File: src/rtl/wrr_arbiter.sv
// Weighted round-robin arbiter: registered one-hot grant, per-requester burst weight.
// Optional feature macro: WRR_LOCK_EN adds lock_i to freeze the current burst.
module wrr_arbiter #(
    parameter int N  = 4,
    parameter int WW = 3,
    parameter int IW = $clog2(N)
) (
    input  logic            clk_i,
    input  logic            rst_ni,
`ifdef WRR_LOCK_EN
    input  logic            lock_i,
`endif
    input  logic [N-1:0]    rqt_i,
    input  logic [N*WW-1:0] weight_i,
    output logic [N-1:0]    gnt_o,
    output logic [IW-1:0]   gnt_idx_o,
    output logic            valid_o
);

    localparam logic [0:0] IDLE  = 1'b0;
    localparam logic [0:0] GRANT = 1'b1;

    logic [0:0]    state;
    logic [IW-1:0] cur;
    logic [IW-1:0] ptr;
    logic [WW-1:0] cnt;

    logic          found;
    logic [IW-1:0] win;
    logic [IW-1:0] idx;
    logic [WW-1:0] win_w;
    logic [WW-1:0] w_arr [N];
    logic          lock;
    logic          hold;

`ifdef WRR_LOCK_EN
    assign lock = lock_i;
`else
    assign lock = 1'b0;
`endif

    // Scan from the highest offset down so the requester closest to ptr wins;
    // the current grantee (offset N-1) is therefore considered last.
    always_comb begin
        found = 1'b0;
        win   = '0;
        idx   = '0;
        for (int i = N - 1; i >= 0; i--) begin
            idx = IW'((int'(ptr) + i) % N);
            if (rqt_i[idx]) begin
                found = 1'b1;
                win   = idx;
            end
        end
    end

    always_comb begin
        for (int i = 0; i < N; i++) w_arr[i] = weight_i[i*WW +: WW];
        win_w = w_arr[win];
    end

    assign hold = (state == GRANT) && rqt_i[cur] && ((cnt != '0) || lock);

    always_ff @(posedge clk_i) begin
        if (!rst_ni) begin
            state <= IDLE;
            cur   <= '0;
            ptr   <= '0;
            cnt   <= '0;
            gnt_o <= '0;
        end else if (hold) begin
            if (!lock) cnt <= cnt - 1'b1;
        end else if (found) begin
            state <= GRANT;
            cur   <= win;
            ptr   <= (win == IW'(N - 1)) ? '0 : win + 1'b1;
            // a zero weight still buys a single cycle
            cnt   <= (win_w == '0) ? '0 : win_w - 1'b1;
            gnt_o <= {{(N-1){1'b0}}, 1'b1} << win;
        end else begin
            state <= IDLE;
            gnt_o <= '0;
        end
    end

    assign gnt_idx_o = cur;
    assign valid_o   = (state == GRANT);

endmodule

File: config.mk
export PLATFORM = sky130hd
export DESIGN_NAME = wrr_arbiter
export DESIGN_NICKNAME = d
export VERILOG_FILES = /design/src/rtl/wrr_arbiter.sv
export SDC_FILE = /design/constraint.sdc
export NUM_CORES = 1
export LEC_CHECK = 0
export CORE_ASPECT_RATIO = 1.4
export CORE_UTILIZATION = 40
export DETAILED_ROUTE_END_ITERATION = 6
export GPL_TIMING_DRIVEN = 0
export PLACE_DENSITY = 0.76
export REMOVE_ABC_BUFFERS = 1
export SLEW_MARGIN = 5
export SYNTH_ARGS = -nofsm -noshare
export SYNTH_HDL_FRONTEND = slang
export SYNTH_SLANG_ARGS = --single-unit
File: constraint.sdc
create_clock -name clk_i -period 5.5 [get_ports clk_i]
set_clock_uncertainty 0.2 [all_clocks]
set_input_delay 1.1 -clock clk_i [delete_from_list [all_inputs] [get_ports clk_i]]
set_output_delay 1.1 -clock clk_i [all_outputs]
set_load 0.03 [all_outputs]
* Word level (Yosys, flattened, before mapping)
Index checks and enable logic that the tools add are counted. Widths: inputs -> output; s select.
Storage, ports and cells: output and inout bits 7, bits of input ports 18, flip-flop bits (word level) 12, word-level logic and storage cells 54
Cells by class: reductions and logical operators 6, equal/unequal tests 1, shift-type cells 1, $add $sub $neg 6, mux-type cells 27, bitwise logic cells 2, magnitude comparators 6
Operator list (number):
- $lt 2x3->1 const B | 5
- $mux 3 | 5
- $bmux 1 s2 | 5
- $mux 1 | 10
- $mux 2 | 5
- $bmux 3 s2 | 1
- $sub 3x1->3 const B | 2
- $add 2x1->2 const B | 2
- $add 2x2->2 const B | 2
- $mux 4 | 1
- $shl 1x2->4 const A | 1
- $ge 3x3->1 const B | 1
- $logic_not 3->1 | 1
- $not 2->3 | 1
- $reduce_bool 3->1 | 1
- $eq 2x2->1 const B | 1
- $logic_and 1x1->1 | 2
- $reduce_and 2->1 | 1
- $reduce_bool 2->1 | 1
- $not 1->1 | 1

* Logic depth before layout (Yosys ltp)
depth in word-level cells 15, gate-level depth with buffers 12, mapped depth without buffers 11

* Least setup slack after synthesis
No wires, ideal clock.
kind in2reg, start input rqt_i[2], end register cnt[0], path slack 2.103 ns, stages 10, arrival 3.138 ns, data required time 5.240 ns, setup time 0.060 ns, buffers on the path 1, cell sequence nor2b_1 or4b_1 buf_2 nand2_1 inv_1 mux2i_1 a21o_1 ha_1 o311ai_0 o311a_1
Between the ends: word-level cells in the longest chain between the ends 14
RTL lines:
- start: declaration | line 13 | input logic [N-1:0] rqt_i,
- $bmux 1 s2 | line 50 | if (rqt_i[idx]) begin
- $mux 1 (implied by the code) | line 50
- $mux 2 (3 in series) | line 50
- $mux 2 (*) | line 50
- via win[0] | line 29 | logic [IW-1:0] win;
- $not 2->3 (implied by the code) (*) | line 59 | win_w = w_arr[win];
- $bmux 3 s2 (*) | line 59
- $mux 3 (implied by the code) (*) (2 in series) | line 59
- $sub 3x1->3 / $logic_not 3->1 (equally long branches) | line 78 | cnt <= (win_w == '0) ? '0 : win_w - 1'b1;
- $mux 3 (*) | line 78
- $mux 3 (*) | line 73 | end else if (found) begin
- $mux 3 (*) | line 71 | end else if (hold) begin
- end signal: assignment | line 72 | if (!lock) cnt <= cnt - 1'b1;
- end signal: assignment | line 78
- end: declaration | line 26 | logic [WW-1:0] cnt;
The timed path passes the listed nets; every way through them passes the cells marked *. The select of a mux whose other input is x is not followed. A chain may end at the register's enable or synchronous reset.

* Worst setup path after layout
start input rqt_i[0], end register cnt[0]
The elaborated chain is that of the path after synthesis.

==> impl_metrics.py <==
metrics = {
    "die": {
        "coreArea_um2": 2180,
        "die_w_um": 42.6,
        "die_y_um": 58.9,
        "pin_count": 25,
        "dieArea_um2": 2510,
        "rows": 20,
        "start_util": 0.424,
    },
    "detailed_routing": {
        "routed_wl_mm": 2.20,
        "via_per_inst": 5.73,
        "drt_iter0_markers": 16,
        "via_count": 905,
        "drcViolationCount": 0,
        "first_pass_iters": 6,
        "ant_nets": 0,
        "wire_per_inst_um": 13.9,
    },
    "clock_tree": {
        "cts_resized": 0,
        "cts_tree": "done",
        "cts_setup_buffers": 0,
        "cts_buffer_depth": 2,
        "cts_max_level": 1,
        "cts_num_sinks": 12,
        "root_buffer": "clkbuf_4",
        "hold_buffers": 0,
        "numCtsBuffers": 3,
        "path_clk_slew_ns": 0.08,
        "clk_latency_ns": 0.27,
    },
    "cells_and_area": {
        "num_antenna_cells": 0,
        "fin_area_um2": 1180,
        "ff_latch_area_um2": 240,
        "fillers": 222,
        "area_growth_pct": 27.9,
        "fin_nets": 163,
        "multi_input_comb_area_um2": 611,
        "drive_above_1_share": 0.0809,
        "fin_util": 0.543,
    },
    "hold_path": {
        "min-delay-start": "gnt_o[1]$_SDFFE_PN0N_",
        "worst_hold_path_type": "reg -> reg",
    },
    "logic_synthesis": {
        "yosysSeqAreaShare": 0.260,
        "yosysWarnings": 0,
        "ys_ff_latch": 12,
        "avgSynthCellArea_um2": 8.17,
        "synth_area_um2": 923,
        "netlist_instances": 113,
        "ys_types": 40,
    },
    "global_routing": {
        "grt_pass1_wl_mm": 3.70,
        "grt_overflow": 0,
        "grt_pass1_vias": 925,
        "antenna_found_initial": 0,
        "grt_use_total": 0.189,
        "grt_max_degree": 13,
    },
    "sta": {
        "maxSlewHeadroom": 0.508,
        "setup_viol": 0,
        "fin_crit_sh": 0.719,
        "tightestPinTransition_ns": 0.731,
        "timing.hold.ws_ns": 0.279,
        "hold_viol_final": 0,
        "fmaxAchievable_mhz": 253,
        "period_minus_slack_ns": 3.95,
        "rsz0062_at_grt": "false",
        "final_max_slew_viol_count": 0,
        "tns_ns": 0,
    },
    "worst_setup_path": {
        "cp-end-kind": "register",
        "reg2reg_from": "ptr[0]$_SDFFE_PN0P_",
        "crit_start": "rqt_i[0]",
        "path_class": "in -> reg",
        "worst_setup_path_start_kind": "input port",
        "critPathArrivalTime_ns": 3.97,
        "cp.required_ns": 5.51,
        "crit_path_max_fanout": 8,
    },
    "run": {
        "cap_violations": 0,
    },
    "placement": {
        "detailed_place.area_um2": 1140,
        "globalplace.congestion": 0.938,
        "dp_hpwl_mm": 1.67,
        "io_buffers": 24,
    },
    "pwr": {
        "peakVddDrop_mv": 0.247,
        "p_leak_nw": 0.473,
        "p_per_area_nw_per_um2": 402,
    },
    "run_status": {
        "status": "finished clean",
    },
}
worst max-delay path, cell delays in order:
cell and delay (ns):
clkdlybuf4s50_1 0.49, nor2b_1 0.19, or4b_1 0.66, nand2_1 0.26, inv_1 0.14, mux2i_1 0.16
a21o_1 0.20, ha_1 0.21, o311ai_0 0.33, o311a_1 0.22
metal layers:
metal,routed length [um],GRT usage
met5,0,0
met3,71,0.0123
met4,9,0.103
met1,926,0.213
met2,1190,0.349
registers in the layout, indices dropped and copies added, names as in the netlist:
name and flops:
valid_o 1, cnt 3, ptr 2, gnt_idx_o 2, gnt_o 4
kinds of logic after synthesis:
group / after synthesis / synth area share
multiplexers: 3 / 0.0339
adder cells (fa/ha/maj): 8 / 0.108
flip-flops: 12 / 0.260
AND/OR/NAND/NOR: 48 / 0.264
buffers and inverters: 12 / 0.0786
AO/OA/AOI/OAI: 30 / 0.255
cell type report:
| cell class | instances | area share |
|---|---|---|
| Multi-Input combinational cell | 89 | 0.517 |
| Sequential cell | 12 | 0.203 |
| Tap cell | 22 | 0.0233 |
| Clock buffer | 4 | 0.0307 |
| Timing Repair Buffer | 24 | 0.203 |
| Inverter | 7 | 0.0222 |
cells in the mapped netlist:
library cell / number / area, um2
nand2_1: 17 / 63.8
dfxtp_1: 12 / 240
ha_1: 8 / 100
nand3_1: 8 / 40.0
a21boi_0: 7 / 52.6
inv_1: 7 / 26.3
nor2_1: 6 / 22.5
nor2b_1: 5 / 31.3
a21oi_1: 4 / 20.0
nor4_1: 3 / 18.8
a221oi_1: 2 / 17.5
buf_6: 2 / 22.5
mux2i_1: 2 / 20.0
nor3b_1: 2 / 15.0
o211ai_1: 2 / 15.0
o21ai_0: 2 / 10.0
a2111o_1: 1 / 11.3
a211o_2: 1 / 10.0
a211oi_1: 1 / 7.51
a21bo_1: 1 / 10.0
a21bo_2: 1 / 10.0
a21o_1: 1 / 7.51
a32oi_1: 1 / 8.76
a32oi_2: 1 / 16.3
and2_2: 1 / 7.51
and3_1: 1 / 6.26
buf_2: 1 / 5.00
buf_4: 1 / 7.51
clkdlybuf4s50_2: 1 / 11.3
mux2_2: 1 / 11.3
nand2b_1: 1 / 6.26
nor2_2: 1 / 6.26
nor3_1: 1 / 5.00
o21a_1: 1 / 7.51
o21ai_1: 1 / 5.00
o21bai_1: 1 / 7.51
o311a_1: 1 / 10.0
o311ai_0: 1 / 8.76
or4_4: 1 / 11.3
or4b_1: 1 / 10.0
final timing paths:
path / endpoint / slack, ns / cells past startpoint
worst max-delay path: cnt[0]$_SDFFE_PN0P_ / 1.55 / 10
worst max register to register: cnt[0]$_SDFFE_PN0P_ / 2.61 / 9
worst min-delay path: gnt_o[1]$_SDFFE_PN0N_ / 0.28 / 2
worst min register to register: gnt_o[1]$_SDFFE_PN0N_ / 0.28 / 2
power by group:
part           internal [mW]  switching [mW]  leakage (nW)
sequential             0.115          0.0223        0.0994
combinational          0.117           0.152         0.352
clock                 0.0402          0.0292        0.0210
total                  0.272           0.203         0.473
placed cells by master, fill, tap and decap left out, types with 2 or more instances in the layout:
master,netlist,final
inv_1,7,7
nand3_1,8,8
nor2b_1,5,5
a21boi_0,7,7
nand2_1,17,17
nor2_1,6,6
a221oi_1,2,2
dfxtp_1,12,12
o211ai_1,2,2
mux2i_1,2,2
nor3b_1,2,2
ha_1,8,8
clkbuf_4,0,3
a21oi_1,4,4
o21ai_0,2,2
nor4_1,3,3
clkdlybuf4s50_1,0,24
through the flow:
step                      setup slack [ns]  total power [mW]  instances
final                                 1.55             0.475        158
after global routing                  1.36             0.517        158
after CTS                             1.55             0.478        158
after detailed placement              1.30             0.405        154
after global placement                1.35             0.393        154
after floorplan                       2.08             0.322        108
Power figures use the tool's default switching activity.
